## config.mk

```make
export PLATFORM = sky130hd
export DESIGN_NAME = reg_dump_tx
export DESIGN_NICKNAME = d
export VERILOG_FILES = /design/src/rtl/reg_dump_tx.sv
export SDC_FILE = /design/constraint.sdc
export NUM_CORES = 1
export LEC_CHECK = 0
export CORE_ASPECT_RATIO = 1.1
export CORE_MARGIN = 3
export CORE_UTILIZATION = 40
export DETAILED_ROUTE_END_ITERATION = 16
export GPL_TIMING_DRIVEN = 0
export MAX_ROUTING_LAYER = met4
export PLACE_DENSITY_LB_ADDON = 0.2
export SLEW_MARGIN = 20
export SYNTH_ARGS = -nofsm -noshare
export SYNTH_HDL_FRONTEND = slang
export SYNTH_SLANG_ARGS = --single-unit
```

## constraint.sdc

```tcl
create_clock -name clk -period 6.8 [get_ports clk]
set_clock_uncertainty 0.15 [all_clocks]
set_input_delay 2.04 -clock clk [delete_from_list [all_inputs] [get_ports clk]]
set_output_delay 2.04 -clock clk [all_outputs]
set_load 0.005 [all_outputs]
```

## src/rtl/reg_dump_tx.sv

```systemverilog
// reg_dump_tx: walks the register file through its third read port and
// streams a sync byte plus all 32 words (MSB first) over an 8N1 UART line.
module reg_dump_tx #(
    parameter int unsigned CLKS_PER_BIT = 434,
    parameter logic [7:0]  HDR_BYTE     = 8'hA5
) (
    input  logic        clk,
    input  logic        rst_n,
    input  logic        start,
    output logic [4:0]  dump_reg,
    input  logic [31:0] dump_dat,
    output logic        tx,
    output logic        busy,
    output logic        done
);
    localparam int TW = $clog2(CLKS_PER_BIT);
    localparam logic [TW-1:0] TMR_MAX = TW'(CLKS_PER_BIT - 1);

    typedef enum logic [2:0] {
        S_IDLE, S_HDR, S_FETCH, S_LOAD, S_SEND, S_DONE
    } state_t;

    state_t        state_q, state_d;
    logic [TW-1:0] tmr_q, tmr_d;
    logic [3:0]    cnt_q, cnt_d;
    logic [7:0]    shift_q, shift_d;
    logic          tx_q, tx_d;
    logic [31:0]   snap_q, snap_d;
    logic [4:0]    reg_idx_q, reg_idx_d;
    logic [4:0]    dump_reg_q, dump_reg_d;
    logic [1:0]    byte_q, byte_d;
    logic          hdr_q, hdr_d;
    logic          frame_end;
    logic [7:0]    nxt_byte;

    always_ff @(posedge clk or negedge rst_n) begin
        if (!rst_n) begin
            state_q    <= S_IDLE;
            tmr_q      <= '0;
            cnt_q      <= '0;
            shift_q    <= '0;
            tx_q       <= 1'b1;
            snap_q     <= '0;
            reg_idx_q  <= '0;
            dump_reg_q <= '0;
            byte_q     <= '0;
            hdr_q      <= 1'b0;
        end else begin
            state_q    <= state_d;
            tmr_q      <= tmr_d;
            cnt_q      <= cnt_d;
            shift_q    <= shift_d;
            tx_q       <= tx_d;
            snap_q     <= snap_d;
            reg_idx_q  <= reg_idx_d;
            dump_reg_q <= dump_reg_d;
            byte_q     <= byte_d;
            hdr_q      <= hdr_d;
        end
    end

    assign frame_end = (cnt_q == 4'd9) && (tmr_q == TMR_MAX);

    always_comb begin
        state_d    = state_q;
        tmr_d      = tmr_q;
        cnt_d      = cnt_q;
        shift_d    = shift_q;
        tx_d       = tx_q;
        snap_d     = snap_q;
        reg_idx_d  = reg_idx_q;
        dump_reg_d = dump_reg_q;
        byte_d     = byte_q;
        hdr_d      = hdr_q;

        case (byte_q)
            2'd0:    nxt_byte = snap_q[23:16];
            2'd1:    nxt_byte = snap_q[15:8];
            default: nxt_byte = snap_q[7:0];
        endcase

        // Byte engine: slot 0 start, 1..8 data LSB first, 9 stop
        if (state_q == S_HDR || state_q == S_SEND) begin
            if (tmr_q == TMR_MAX) begin
                tmr_d = '0;
                cnt_d = cnt_q + 4'd1;
                if (cnt_q < 4'd8) begin
                    tx_d    = shift_q[0];
                    shift_d = {1'b0, shift_q[7:1]};
                end else begin
                    tx_d = 1'b1;
                end
            end else begin
                tmr_d = tmr_q + TW'(1);
            end
        end

        unique case (state_q)
            S_IDLE: begin
                if (start) begin
                    state_d   = S_HDR;
                    shift_d   = HDR_BYTE;
                    tx_d      = 1'b0;
                    tmr_d     = '0;
                    cnt_d     = '0;
                    reg_idx_d = '0;
                    byte_d    = '0;
                    hdr_d     = 1'b1;
                end
            end
            S_HDR: state_d = S_SEND;
            S_FETCH: begin
                dump_reg_d = reg_idx_q;
                state_d    = S_LOAD;
            end
            S_LOAD: begin
                snap_d  = dump_dat;
                shift_d = dump_dat[31:24];
                tx_d    = 1'b0;
                tmr_d   = '0;
                cnt_d   = '0;
                byte_d  = '0;
                state_d = S_SEND;
            end
            S_SEND: begin
                if (frame_end) begin
                    tx_d  = 1'b1;
                    tmr_d = '0;
                    cnt_d = '0;
                    if (hdr_q) begin
                        hdr_d   = 1'b0;
                        state_d = S_FETCH;
                    end else if (byte_q != 2'd3) begin
                        byte_d  = byte_q + 2'd1;
                        shift_d = nxt_byte;
                        tx_d    = 1'b0;
                    end else if (reg_idx_q != 5'd31) begin
                        reg_idx_d = reg_idx_q + 5'd1;
                        state_d   = S_FETCH;
                    end else begin
                        state_d = S_DONE;
                    end
                end
            end
            S_DONE: state_d = S_IDLE;
            default: state_d = S_IDLE;
        endcase
    end

    assign dump_reg = dump_reg_q;
    assign tx       = tx_q;
    assign busy     = (state_q != S_IDLE) && (state_q != S_DONE);
    assign done     = (state_q == S_DONE);

endmodule

```

==> flow_summary.json, run 1 <==
{
  "worst_hold_slack_ps": 328,
  "setup_violations": 0,
  "critPathLaunchType": "flop",
  "share_of_the_synthesized_area_in_compound_gates_ao_oa_aoi_oai": 0.143,
  "synth_ff_type": "dfrtp_1",
  "synth_adder_area_share": 0.0353,
  "starting_density": 0.420,
  "cts.sinks": 62,
  "min_from": "snap_q[7]",
  "detailroute.via_count": 2573,
  "timing.final.ws_setup_ps": 2580,
  "finalCriticalPeriod_ps": 4220,
  "net_sw_frac": 0.340,
  "seq_area_frac_synth": 0.487,
  "place_congestion": 0.839,
  "multi_input_area_mm2": 0.00155,
  "power.leakage_nw": 1.69,
  "final_nets": 434,
  "dp_slack_ps": 2810,
  "clockPowerShare": 0.280,
  "portBuffers": 42,
  "power.combinational.fraction": 0.293,
  "dr.pass1.iters": 5,
  "finalHoldViolations": 0,
  "critPathCaptureType": "primary output",
  "internal_power_uw": 638,
  "pwr-share-seq": 0.427,
  "max-clock-path-buffers": 2,
  "antenna_violations_before_repair": 0,
  "setup_repair_after_global_routing_missed_its_margin": "false",
  "globalRouteOverflowTotal": 0,
  "achievable-frequency_ghz": 0.237,
  "wire_length_per_cell_after_detailed_routing_um": 14.4,
  "critPathRequiredTime_ps": 4610,
  "tritoncts.num_buffers": 9,
  "cts.repair.resized": 0,
  "track_usage": 0.171,
  "viasPerCell": 5.17,
  "final_min_period_over_clock_period": 0.621,
  "post_synthesis_cell_count": 336,
  "ys_seq_elements": 62,
  "dieWidth_um": 91.2,
  "worst_setup_hold_path_clk_slew_ps": 60,
  "data_arrival_time_of_the_worst_path_ps": 2030,
  "dp_wirelength_um": 5310,
  "ant_nets": 0,
  "number_of_flops_mapped_to_enable_cells_by_yosys": 0,
  "r2r-start": "reg_idx_q[0]",
  "hold_bufs_inserted_after_cts": 0,
  "synth_area_leaders": "dfrtp_1 (48%), nand2_1 (9.9%), ha_1 (3.5%)",
  "slew_headroom": 0.387,
  "number_of_filler_instances_in_the_final_layout": 734,
  "hold_path_class": "flop to flop",
  "async_flop_share": 1.00,
  "syn_area_per_cell_um2": 9.50,
  "detail_route.drc_violations": 0,
  "total_count_of_max_transition_violations_in_the_final_report": 0,
  "clk_root_buffer_cell": "clkbuf_8",
  "proportion_of_synthesized_area_in_mux_cells": 0.0529,
  "synth-xor-area-share": 0.0271,
  "grt_pass1_wl_um": 12100,
  "hold-path-endpoint": "snap_q[7]",
  "dieHeight_um": 99.7,
  "timing.setup.critical_path_class": "flop to primary output",
  "yosys-top-cells-count": "nand2_1 (84), dfrtp_1 (61), nand3_1 (13), nor2_1 (13), a21oi_1 (12)",
  "top_level_ports": 43,
  "largestRegisters": "snap_q: 24 flops, tmr_q: 9 flops, shift_q: 8 flops",
  "synthesis.yosys.warnings": 0,
  "worst_r2r_endpoint": "reg_idx_q[0]",
  "critPathLaunch": "state_q[2]",
  "tns_ps": 0,
  "drt-initial-drc-count": 122,
  "cts_post_setup_buffers_inserted": 0,
  "layout-drive-gt1-share": 0.0891,
  "max_cap_violations": 0,
  "regMostFlops": "snap_q",
  "critical_path_peak_fanout": 10,
  "powerDensity_mw_per_mm2": 247,
  "ctsHtreeMaxLevel": 3,
  "largest_reg_flops": 24,
  "hold_path_depth": 2,
  "layout.core_utilization": 0.515,
  "run_status": "finished, final reports clean",
  "worst_vdd_rail_ir_drop_mv": 0.112,
  "cts_tree": "done",
  "route.final.wire_length_um": 7200,
  "flow.area_growth_from_synthesis_pct": 22.7,
  "register_area_mm2": 0.00155,
  "rrSetupSlack_ps": 3980,
  "synth.cell_area_mm2": 0.00319,
  "yosysMostFrequentCell": "nand2_1",
  "die_area_mm2": 0.00909,
  "dominant_combinational_cell_family_by_area_after_synthesis": "simple AND/OR/NAND/NOR gates",
  "grt_pass1_vias": 2544,
  "yosysUniqueCellTypes": 48,
  "yosysTopAreaCell": "dfrtp_1",
  "depth_of_the_worst_register_to_register_path": 7,
  "design.core.area_mm2": 0.00760,
  "synth_fp_nets": 380,
  "antenna_cells_inserted": 0,
  "share_of_the_synthesized_area_in_the_top_cell_type": 0.478,
  "worst_pin_slew_ps": 912,
  "core.rowCount": 33,
  "maximum_number_of_pins_on_one_net_before_global_route_repair": 33,
  "fin_cells": 498,
  "synth_simple_gate_area_frac": 0.227,
  "power.switching_uw": 329,
  "cells_after_dpl": 484,
  "worstSkewPairLatency_ps": 330
}
-- logic make-up after synthesis --
kind of cell	count (synthesis)
xor gates and xnor gates	9
buffers and inverters	23
AOI/OAI and AO/OA	65
DFF	62
muxes	16
and+or+nand+nor	152
adders and majority gates	9
-- per-stage QoR --
stage	area (um^2)	power (mW)
CTS	3920	0.979
floorplan	3190	0.601
finish	3920	0.967
global route	3920	1.03
global placement	3740	0.695
detailed placement	3760	0.704
-- area by class of cell --
cell class	count	area share
sequential	62	0.397
multi-input combinational	251	0.395
timing repair buffer	43	0.112
clock buffer	12	0.0371
tap	105	0.0336
buffer	15	0.0153
inverter	8	0.00767
clock inverter	2	0.00256
-- worst max-delay path: stages (launching register included) --
cell and delay, ps:
dfrtp_1 390, buf_2 230, clkbuf_1 370, and3_1 220, clkdlybuf4s50_1 490
-- layout by cell type (no fill, tap or decap), types with 9 or more instances in the layout --
cell	count
nand2_1	84
clkbuf_1	13
nor2_1	13
nand3_1	13
ha_1	9
mux2i_1	9
clkbuf_8	10
clkdlybuf4s50_1	41
o21ai_0	11
dfrtp_1	61
a21oi_1	12
a211oi_1	10
-- worst max-delay path by stage --
stage | to | cells past startpoint
5_1_grt | done | 4
3_5_place_dp | shift_q[1] | 5
4_1_cts | done | 4
2_1_floorplan | reg_idx_q[2] | 4
3_3_place_gp | snap_q[14] | 1
6_report | done | 4
-- routing by layer --
layer / global-route usage / vias up / part of all wire
met1: 0.214 / 1218 / 0.46
met2: 0.278 / 52 / 0.48
li1: - / 1297 / -
met4: 0.0452 / 0 / 0.012
met5: - / - / 0
met3: 0.0439 / 6 / 0.042
-- power groups by stage --
stage / clock [mW] / combinational (mW) / sequential [mW]
after floorplan: 0 / 0.188 / 0.413
after global placement: 0 / 0.278 / 0.417
after detailed placement: 0 / 0.284 / 0.420
after CTS: 0.281 / 0.285 / 0.413
after global routing: 0.299 / 0.316 / 0.415
final: 0.271 / 0.283 / 0.413
No activity file was read; power rests on OpenSTA's default activity.
==> inputs of run 2 (changes only) <==
==> constraint.sdc (replaced) <==
create_clock -name clk -period 3.5 [get_ports clk]
set_clock_uncertainty 0.15 [all_clocks]
set_input_delay 1.05 -clock clk [delete_from_list [all_inputs] [get_ports clk]]
set_output_delay 1.05 -clock clk [all_outputs]
set_load 0.005 [all_outputs]
==> results of run 2 <==
Same layout as run 1 (identical final DEF). Status: finished, final reports clean.
Main changes from that run: setup slack after placement 2810 ps -> 503 ps; setup slack after layout 2580 ps -> 270 ps; register-to-register setup slack 3980 ps -> 680 ps; total power 0.967 mW -> 1.88 mW; worst IR drop on VDD 0.112 mV -> 0.217 mV
==> inputs of run 3 (changes only) <==
--- a/config.mk
+++ b/config.mk
@@ -5,9 +5,10 @@
 export SDC_FILE = /design/constraint.sdc
 export NUM_CORES = 1
 export LEC_CHECK = 0
+export ABC_AREA = 1
 export CORE_ASPECT_RATIO = 1.1
 export CORE_MARGIN = 3
-export CORE_UTILIZATION = 40
+export CORE_UTILIZATION = 36
 export DETAILED_ROUTE_END_ITERATION = 16
 export GPL_TIMING_DRIVEN = 0
 export MAX_ROUTING_LAYER = met4
==> flow_summary.json, run 3 <==
{
  "hold_bufs_inserted_after_cts": 0,
  "place_congestion": 0.796,
  "yosysTopAreaCell": "dfrtp_1",
  "top_level_ports": 43,
  "detail_route.drc_violations": 0,
  "synth.cell_area_mm2": 0.00331,
  "stdcell_area_mm2": 0.00409,
  "synth_area_leaders": "dfrtp_1 (46%), nand2_1 (19%), nor2_1 (6.6%)",
  "worst_hold_slack_ps": 331,
  "depth_of_the_worst_register_to_register_path": 10,
  "worst_setup_hold_path_clk_slew_ps": 70,
  "layout.core_utilization": 0.459,
  "setup_violations": 0,
  "register_area_mm2": 0.00155,
  "worst_pin_slew_ps": 516,
  "yosys-top-cells-count": "nand2_1 (171), dfrtp_1 (61), nor2_1 (58)",
  "critPathLaunch": "state_q[0]",
  "powerDensity_mw_per_mm2": 345,
  "drt-initial-drc-count": 127,
  "grt_pass1_wl_um": 12900,
  "core.rowCount": 36,
  "detailroute.via_count": 2878,
  "totalPowerFinal_mw": 1.41,
  "maximum_number_of_pins_on_one_net_before_global_route_repair": 47,
  "min_from": "snap_q[13]",
  "critPathLaunchType": "flop",
  "finalHoldViolations": 0,
  "dp_wirelength_um": 5560,
  "tns_ps": 0,
  "post_dp_cell_area_mm2": 0.00389,
  "critical_path.most_common_cell": "nor2_1",
  "track_usage": 0.157,
  "dieWidth_um": 97.4,
  "antenna_violations_before_repair": 0,
  "dr.pass1.iters": 4,
  "crit_end": "busy",
  "antenna_cells_inserted": 0,
  "share_of_the_synthesized_area_in_the_top_cell_type": 0.462,
  "critPathCaptureType": "primary output",
  "synth_ff_type": "dfrtp_1",
  "regMostFlops": "snap_q",
  "yosysMostFrequentCell": "nand2_1",
  "cell_chain_critical_path": "inv_2 > nand2_2 > nor2_1 > nor2_1 > clkdlybuf4s50_1",
  "largest_reg_flops": 24,
  "rrSetupSlack_ps": 1400,
  "yosysUniqueCellTypes": 32,
  "most-common-layout-cells": "nand2_1 (171), dfrtp_1 (61), nor2_1 (58)",
  "critPathSlowestCell": "clkdlybuf4s50_1",
  "post_synthesis_cell_count": 443,
  "final_min_period_over_clock_period": 0.823,
  "hold_path_depth": 2,
  "ant_nets": 0,
  "ctsHtreeMaxLevel": 3,
  "design.core.area_mm2": 0.00892,
  "power.leakage_nw": 2.01,
  "max_cap_violations": 0,
  "multi_input_area_mm2": 0.00153,
  "critPathRequiredTime_ps": 2300,
  "setup_repair_after_global_routing_missed_its_margin": "false",
  "seq_area_frac_synth": 0.470,
  "starting_density": 0.371,
  "synthesis.yosys.warnings": 0,
  "ys_seq_elements": 62,
  "tritoncts.num_buffers": 9,
  "worst_r2r_endpoint": "reg_idx_q[0]",
  "cts.sinks": 62,
  "data_arrival_time_of_the_worst_path_ps": 1680,
  "critPathMaxStageDelay_ps": 450,
  "flow.area_growth_from_synthesis_pct": 23.8,
  "worstSkewPairLatency_ps": 340,
  "number_of_filler_instances_in_the_final_layout": 923,
  "die_area_mm2": 0.0104,
  "most_frequent_standard_cell_in_the_layout_excluding_fill_and_tap_cells": "nand2_1",
  "finalCriticalPeriod_ps": 2880,
  "hold_path_class": "flop to flop",
  "portBuffers": 42,
  "largestRegisters": "snap_q: 24 flops, tmr_q: 9 flops, shift_q: 8 flops",
  "syn_area_per_cell_um2": 7.46,
  "cts_tree": "done",
  "slew_headroom": 0.656,
  "synth_fp_nets": 487,
  "clk_root_buffer_cell": "clkbuf_8",
  "r2r-start": "reg_idx_q[0]",
  "layout-drive-gt1-share": 0.106,
  "cts.repair.resized": 0,
  "worst_vdd_rail_ir_drop_mv": 0.194,
  "cts_post_setup_buffers_inserted": 0,
  "critical_path_peak_fanout": 6,
  "wire_length_per_cell_after_detailed_routing_um": 12.1,
  "globalRouteOverflowTotal": 0,
  "run_status": "finished, final reports clean",
  "total_count_of_max_transition_violations_in_the_final_report": 0,
  "grt_pass1_vias": 2746,
  "final_nets": 541,
  "timing.setup.critical_path_class": "flop to primary output",
  "max-clock-path-buffers": 2,
  "route.final.wire_length_um": 7430,
  "async_flop_share": 1.00,
  "number_of_flops_mapped_to_enable_cells_by_yosys": 0,
  "achievable-frequency_ghz": 0.347,
  "dieHeight_um": 107,
  "viasPerCell": 4.67
}
## run 3: changes by cell type after synthesis, moves of 9 or more
cell      change
a211oi_1     -10
clkbuf_1      -9
inv_1        +31
mux2i_1       -9
nand2_1      +87
nand2_2      +10
nand3_1      +11
nor2_1       +45
## run 3: area by class of cell
class | count | area share
Buffer | 10 | 0.0138
Clock buffer | 9 | 0.0303
Clock inverter | 7 | 0.0180
Inverter | 44 | 0.0404
Multi-Input combinational cell | 327 | 0.374
Sequential cell | 62 | 0.380
Tap cell | 114 | 0.0349
Timing Repair Buffer | 43 | 0.109
## run 3: worst min-delay path by stage
| stage | end | slack, ps |
|---|---|---|
| finish | snap_q[13] | 330 |
| global route | snap_q[13] | 360 |
| CTS | snap_q[13] | 340 |
| detailed placement | snap_q[13] | 320 |
| global placement | snap_q[5] | 310 |
| floorplan | snap_q[11] | 300 |
## run 3: routing by layer
| layer | vias up | GRT usage | share of wire |
|---|---|---|---|
| met1 | 1338 | 0.199 | 0.48 |
| met3 | 7 | 0.0295 | 0.033 |
| met2 | 44 | 0.248 | 0.47 |
| met4 | 0 | 0.0633 | 0.011 |
| met5 | - | - | 0 |
| li1 | 1489 | - | - |
## run 3: kinds of logic (layout without fill, tap and decap cells)
| logic type | after synthesis | in the layout | share of synthesized area |
|---|---|---|---|
| adder cells (fa/ha/maj) | 9 | 9 | 0.0341 |
| XOR/XNOR | 4 | 4 | 0.0106 |
| AND/OR/NAND/NOR | 279 | 279 | 0.351 |
| multiplexers | 4 | 4 | 0.0136 |
| AO/OA/AOI/OAI | 31 | 31 | 0.0537 |
| flip-flops | 62 | 62 | 0.470 |
| buffers and inverters | 54 | 113 | 0.0670 |
## run 3: stage by stage
stage	instances	setup slack [ps]
floorplan	443	1550
global placement	599	-939
detailed placement	600	975
CTS	616	597
global route	616	521
finish	616	618
## run 3: critical path: cells and delay by family, from the launching register on
kind,cells,cell delay (ps)
simple gates,3,390
flops,1,420
buf+inv,2,540
## run 3: power by group
part	switching (mW)	internal, mW
combinational	0.0216	0.0369
sequential	0.000668	0.717
clock	0.307	0.329
total	0.329	1.08
